File: src/rtl/uart_frame_check.sv
// uart_frame_check
//   Validates fixed-length frames captured by a UART receiver. A frame is
//   latched on sync. Its 32-bit header is then compared against MSGID. An
//   8-bit XOR checksum is then accumulated one byte per cycle over bytes
//   0..N-2 and compared with byte N-1. Good frames publish their payload.
//   The block also keeps good/error counters and a link-alive indicator.
//
// Parameters
//   BUFFER_SIZE   frame width in bits (multiple of 8, >= 48)
//   MSGID         expected header in rx_data[BUFFER_SIZE-1 -: 32]
//   TimeoutCycles cycles without a good frame before link_ok drops
//   CountWidth    internal counter width (16 normally; smaller for debug builds)
//
// Ports
//   clk          clock, rising edge
//   rst_n        asynchronous active-low reset
//   rx_data      received frame, byte 0 in the top 8 bits
//   sync         one-cycle strobe, rx_data valid in the same cycle
//   frame_data   payload (bytes 4..N-2) of the last good frame
//   frame_valid  one-cycle pulse, frame_data updated
//   frame_error  one-cycle pulse, frame rejected
//   link_ok      good frames are arriving within TimeoutCycles
//   good_count   good frames, saturating
//   err_count    rejected frames plus overruns, saturating

module uart_frame_check #(
   parameter int unsigned BUFFER_SIZE   = 80,
   parameter logic [31:0] MSGID         = 32'h74697277,
   parameter int unsigned TimeoutCycles = 1200000,
   parameter int unsigned CountWidth    = 16
) (
   input  logic                    clk,
   input  logic                    rst_n,
   input  logic [BUFFER_SIZE-1:0]  rx_data,
   input  logic                    sync,
   output logic [BUFFER_SIZE-41:0] frame_data,
   output logic                    frame_valid,
   output logic                    frame_error,
   output logic                    link_ok,
   output logic [15:0]             good_count,
   output logic [15:0]             err_count
);

   localparam int unsigned NBYTES = BUFFER_SIZE / 8;
   localparam int unsigned IDX_W  = $clog2(NBYTES);
   localparam int unsigned TO_W   = $clog2(TimeoutCycles + 1);

   localparam logic [IDX_W-1:0]      LAST_IDX = IDX_W'(NBYTES - 2);
   localparam logic [TO_W-1:0]       TO_MAX   = TO_W'(TimeoutCycles);
   localparam logic [CountWidth-1:0] CNT_MAX  = '1;

   typedef enum logic [1:0] {
      IDLE,
      IDCHK,
      SUM
   } state_t;

   state_t                  state_q, state_d;
   logic [BUFFER_SIZE-1:0]  shadow_q;
   logic [7:0]              acc_q;
   logic [IDX_W-1:0]        idx_q;
   logic                    chk_pend_q;
   logic [CountWidth-1:0]   good_q, err_q;
   logic [TO_W-1:0]         tcnt_q, tcnt_d;

   logic                    accept, overrun, id_bad, sum_last, sum_match;
   logic                    fv_d, fe_d;
   logic [1:0]              good_inc, err_inc;
   logic [BUFFER_SIZE-1:0]  shifted;
   logic [7:0]              cur_byte;

   function automatic logic [CountWidth-1:0] sat_add(
      input logic [CountWidth-1:0] cnt,
      input logic [1:0]            inc
   );
      logic [CountWidth:0] s;
      s = {1'b0, cnt} + (CountWidth + 1)'(inc);
      return s[CountWidth] ? CNT_MAX : s[CountWidth-1:0];
   endfunction

   // Byte idx_q of the shadow frame, counted from the top.
   always_comb begin
      shifted  = shadow_q << {idx_q, 3'b000};
      cur_byte = shifted[BUFFER_SIZE-1 -: 8];
   end

   always_comb begin
      state_d  = state_q;
      accept   = 1'b0;
      overrun  = 1'b0;
      id_bad   = 1'b0;
      sum_last = 1'b0;
      case (state_q)
         IDLE: begin
            if (sync) begin
               accept  = 1'b1;
               state_d = IDCHK;
            end
         end
         IDCHK: begin
            overrun = sync;
            if (shadow_q[BUFFER_SIZE-1 -: 32] != MSGID) begin
               id_bad  = 1'b1;
               state_d = IDLE;
            end else begin
               state_d = SUM;
            end
         end
         SUM: begin
            overrun = sync;
            if (idx_q == LAST_IDX) begin
               sum_last = 1'b1;
               state_d  = IDLE;
            end
         end
         default: state_d = IDLE;
      endcase

      // The checksum verdict is taken in the cycle after the last SUM beat,
      // once acc_q already includes byte N-2. shadow_q is still intact then:
      // a sync accepted in that same cycle only overwrites it at the edge.
      sum_match = (acc_q == shadow_q[7:0]);
      fv_d      = chk_pend_q & sum_match;
      fe_d      = id_bad | (chk_pend_q & ~sum_match);
      good_inc  = {1'b0, fv_d};
      err_inc   = {1'b0, fe_d} + {1'b0, overrun};

      if (fv_d) begin
         tcnt_d = '0;
      end else if (tcnt_q != TO_MAX) begin
         tcnt_d = tcnt_q + 1'b1;
      end else begin
         tcnt_d = tcnt_q;
      end
   end

   always_ff @(posedge clk or negedge rst_n) begin
      if (!rst_n) begin
         state_q     <= IDLE;
         shadow_q    <= '0;
         acc_q       <= '0;
         idx_q       <= '0;
         chk_pend_q  <= 1'b0;
         frame_data  <= '0;
         frame_valid <= 1'b0;
         frame_error <= 1'b0;
         link_ok     <= 1'b0;
         good_q      <= '0;
         err_q       <= '0;
         tcnt_q      <= '0;
      end else begin
         state_q    <= state_d;
         chk_pend_q <= sum_last;

         if (accept) begin
            shadow_q <= rx_data;
            acc_q    <= '0;
         end else if (state_q == SUM) begin
            acc_q    <= acc_q ^ cur_byte;
         end

         if (state_q == IDCHK) begin
            idx_q <= '0;
         end else if (state_q == SUM) begin
            idx_q <= idx_q + 1'b1;
         end

         frame_valid <= fv_d;
         frame_error <= fe_d;
         if (fv_d) begin
            frame_data <= shadow_q[BUFFER_SIZE-33:8];
         end

         good_q <= sat_add(good_q, good_inc);
         err_q  <= sat_add(err_q, err_inc);

         // link_ok drops on the same edge the counter reaches the limit.
         tcnt_q  <= tcnt_d;
         link_ok <= fv_d | (link_ok & (tcnt_d != TO_MAX));
      end
   end

   assign good_count = 16'(good_q);
   assign err_count  = 16'(err_q);

endmodule
File: config.mk
export PLATFORM = sky130hd
export DESIGN_NAME = uart_frame_check
export DESIGN_NICKNAME = d
export VERILOG_FILES = /design/src/rtl/uart_frame_check.sv
export SDC_FILE = /design/constraint.sdc
export NUM_CORES = 1
export LEC_CHECK = 0
export CORE_MARGIN = 2
export CORE_UTILIZATION = 57
export CTS_BUF_LIST = sky130_fd_sc_hd__clkbuf_16
export CTS_CLUSTER_SIZE = 20
export DETAILED_ROUTE_END_ITERATION = 10
export GPL_TIMING_DRIVEN = 0
export PLACE_DENSITY = 0.95
export SETUP_SLACK_MARGIN = 0.02
export SYNTH_ARGS = -nofsm -noshare
export SYNTH_HDL_FRONTEND = slang
export SYNTH_SLANG_ARGS = --single-unit
File: constraint.sdc
create_clock -name clk -period 6.05 [get_ports clk]
set_input_delay 1.21 -clock clk [delete_from_list [all_inputs] [get_ports clk]]
set_output_delay 1.21 -clock clk [all_outputs]
set_load 0.005 [all_outputs]
==> results by group <==
Yosys
  – EDFF count, synth: 0
  – Post-synth top area share: between 50% and 60%
  – Ys async rst share: 100%
  – Synth Cell Area: 8840 sq um
  – Mapped Avg Cell Area: between 10 and 15 sq um
  – Yosys Warn Count: 0
  – Top FF cell, synth: dfrtp_1
  – Synth Net Count: 883
  – #FFs+latches synth: 191
  – Synth top area cells: dfrtp_1, mux2_2, nand2_1, mux4_2, xor2_1
  – Cell count after synthesis: 789
  – Count of cell types in the netlist: between 50 and 60
  – Sequential cell area fraction in the yosys report: a little over half
  – Cell taking the most area after synthesis: dfrtp_1

Worst setup path
  – CP required: between 6000 and 7000 ps
  – Depth of the most critical reg-to-reg path: 14
  – Critical Path Slowest Stage Cell: buf_1
  – Reg2reg setup slack: ~1900 ps
  – Critical path arrival: roughly 4500 ps
  – CP Capture Type: register
  – Largest stage delay, worst path: between 400 and 500 ps
  – Startpoint types: register
  – R2R Path End: good_count[2]$_DFF_PN0_
  – CP bufs+invs: 4
  – Crit path kind: reg2reg
  – Critical path, cell by cell: xor2_1, nor4_1, nand4_1, inv_2, buf_1, ha_1, ha_1, and3_1, and3_1, and2_1, clkbuf_1, nand3_1, clkbuf_1, nand2_1
  – Largest delay share family, worst path: simple AND/OR/NAND/NOR gates
  – Worst-path fanout max: 11
  – R2r startpoint: shadow_q[3]$_DFFE_PN0P_

Drt
  – Routed vias: just under 7000
  – Post-DRT Antenna Nets: 0
  – Wire per inst: about 20 um
  – First-pass DRT Iterations: 5
  – Final wirelength: between 20 and 25 mm
  – Iteration-0 DRC Markers: approximately 520
  – Drt drc: 0
  – Drt via density: around 6.0

STA
  – Fin crit share: roughly two thirds
  – Slew Viols, Final: 0
  – Unrepaired setup endpoints after global routing: false
  – # setup viols final: 0
  – Min Clock Period, post-route: between 4000 and 5000 ps
  – Relative slew margins: between 50% and 60%
  – Worst-Margin Slew: a little under 700 ps
  – Hold Vio Cnt, Final: 0
  – Setup ws final: 1900 ps
  – Highest clock rate: about 0.24 GHz
  – Worst clock skew: about 10 ps

Worst hold path
  – Hold path start: frame_data[5]$_DFFE_PN0N_
  – Hold Path Sink: frame_data[5]$_DFFE_PN0N_
  – Hold Path Depth: 2
  – Worst Hold Class: reg2reg

Layout
  – Synthesis-to-finish area growth: 27.6%
  – Fin util: 74.2%
  – Nets: around 1100
  – Ratio of cells with drive above 1 in the final layout: around 13%
  – Ant diodes: 0

Placed design
  – Gpl congestion: 0.893
  – I/O Buffers: roughly 160
  – Place WS: 1960 ps
  – DP Wirelength: roughly 16 mm

CTS
  – Worst-skew pair later-pin latency: around 440 ps
  – Clk root buf: clkbuf_16
  – CTS H-tree lvls: 4
  – Worst-case clock buffer depth: 2
  – Clock slew at reported path FFs: 70 ps
  – CTS Buf Count: 17
  – Cts hold-fix bufs: 0
  – Total setup buffers inserted after CTS: 0
  – CTS tree: yes
  – Post-CTS Resized: 0
  – CTS Sinks: ~190

Floorplanning
  – Core ar.: approximately 15000 sq um
  – Chip width: between 100 and 150 um
  – Initial Util: between 50% and 60%
  – I/O pin total: approximately 160
  – Row cnt: 45
  – Die Y: around 130 um
  – Die area: 16500 sq um

Pwr
  – Peak VDD IR: between 0.2 and 0.3 mV
  – Leak: a little over 5 nW
  – PwrDens: about 370 nW/um^2

GRT
  – First-pass GRT wire length: about 36 mm
  – Grt ovf: 0
  – Vias in the first global route: between 6000 and 7000
  – Initial antenna violation count: 1
  – Pin count of the biggest net entering global routing: 125
  – Overall routing resource usage: 28.6%

Run
  – Max_cap viols: 0

Status
  – Status: finished, final reports clean
-- cells in the mapped netlist, types with 2 or more instances --
library cell	instances
o22ai_1	9
ha_1	10
o21ai_0	12
mux2_2	70
and2_1	3
mux2_1	13
or3_1	5
nor2b_1	6
inv_1	12
buf_2	5
nand2b_1	7
inv_2	2
nor4bb_1	3
buf_1	7
o21ai_1	3
xor2_1	31
o21a_1	3
and4_1	5
nand2_1	169
xnor2_1	19
nand3_1	26
buf_4	2
and3_1	14
nor3b_1	3
a21oi_1	11
nand4_1	16
nor2_1	37
dfrtp_1	191
nand4b_1	2
clkbuf_1	25
o2bb2ai_1	2
a31oi_1	5
mux2i_1	16
mux4_2	16
and4b_1	2
nor3_1	5
nor4_1	8
-- state kept, by name, indices dropped and copies added (netlist names) --
| register | cells |
|---|---|
| acc_q | 8 |
| chk_pend_q | 1 |
| err_count | 16 |
| frame_data | 40 |
| frame_error | 1 |
| frame_valid | 1 |
| good_count | 16 |
| idx_q | 4 |
| link_ok | 1 |
| shadow_q | 80 |
| state_q | 2 |
| tcnt_q | 21 |
-- area by class of cell --
| type | count | area [sq um] |
|---|---|---|
| Fill cell | 943 | 3920 |
| Clock buffer | 17 | 425 |
| Inverter | 14 | 52.6 |
| Tap cell | 188 | 235 |
| Timing Repair Buffer | 158 | 1600 |
| Multi-Input combinational cell | 545 | 3850 |
| Sequential cell | 191 | 4780 |
| Clock inverter | 15 | 174 |
| Buffer | 39 | 160 |
-- tightest hold or removal path, cell delays in order, from the launching register on --
cell	delay (ps)
dfrtp_1	340
nand2_1	50
nand2_1	50
-- per-layer routing --
metal  wire (um)  part of all wire (%)  vias up  track usage, %
met1        9070                    39     3463            35.6
met5          13                 0.056        -               0
li1            -                     -     3091               -
met4         990                   4.3        2            13.6
met3        1720                   7.4       78            7.65
met2       11300                    49      313            47.0
-- through the flow --
stage	TNS, ps	hold slack [ps]	total power [mW]	cell area [sq um]	instances
after floorplan	0	452	2.62	8840	789
after global placement	-737190	460	2.97	10600	1134
after detailed placement	0	462	3.04	10700	1135
after CTS	0	480	4.21	11300	1167
after global routing	0	494	4.40	11300	1167
final	0	476	4.23	11300	1167
-- cell families (layout without fill, tap and decap cells) --
family	after synthesis	in the layout	share of synthesized area [%]
and+or+nand+nor	317	317	16.8
DFF	191	191	54.1
muxes	115	115	16.5
buffers and inverters	53	243	2.41
AOI/OAI and AO/OA	52	52	3.69
xor gates and xnor gates	50	50	4.95
adders and majority gates	11	11	1.64
-- power by group --
part           internal [mW]  switching, mW
clock network          0.623          0.523
registers               1.59          0.319
logic                  0.660          0.510
total                   2.88           1.35
-- worst max-delay path by stage --
stage / slack [ps] / end / cells past startpoint / from
2_1_floorplan: 2900 / good_count[12]$_DFF_PN0_ / 13 / shadow_q[7]$_DFFE_PN0P_
3_3_place_gp: -3880 / good_count[12]$_DFF_PN0_ / 1 / rst_n
3_5_place_dp: 1960 / err_count[10]$_DFF_PN0_ / 10 / sync
4_1_cts: 1960 / good_count[2]$_DFF_PN0_ / 14 / shadow_q[6]$_DFFE_PN0P_
5_1_grt: 1680 / good_count[2]$_DFF_PN0_ / 14 / shadow_q[7]$_DFFE_PN0P_
6_report: 1900 / good_count[2]$_DFF_PN0_ / 14 / shadow_q[3]$_DFFE_PN0P_
-- cell usage in the layout (no fill, tap or decap), types with 8 or more instances in the layout --
cell | netlist | final
mux2_2 | 70 | 70
nand3_1 | 26 | 26
xor2_1 | 31 | 31
nand4_1 | 16 | 16
mux2i_1 | 16 | 16
inv_1 | 12 | 12
xnor2_1 | 19 | 19
clkbuf_16 | 0 | 17
and3_1 | 14 | 14
clkbuf_1 | 25 | 25
mux2_1 | 13 | 13
o21ai_0 | 12 | 12
nand2_1 | 169 | 169
dfrtp_1 | 191 | 191
a21oi_1 | 11 | 11
nor2_1 | 37 | 37
mux4_2 | 16 | 16
o22ai_1 | 9 | 9
ha_1 | 10 | 10
nor4_1 | 8 | 8
clkdlybuf4s50_1 | 0 | 156
(Power assumes the default switching activity.)
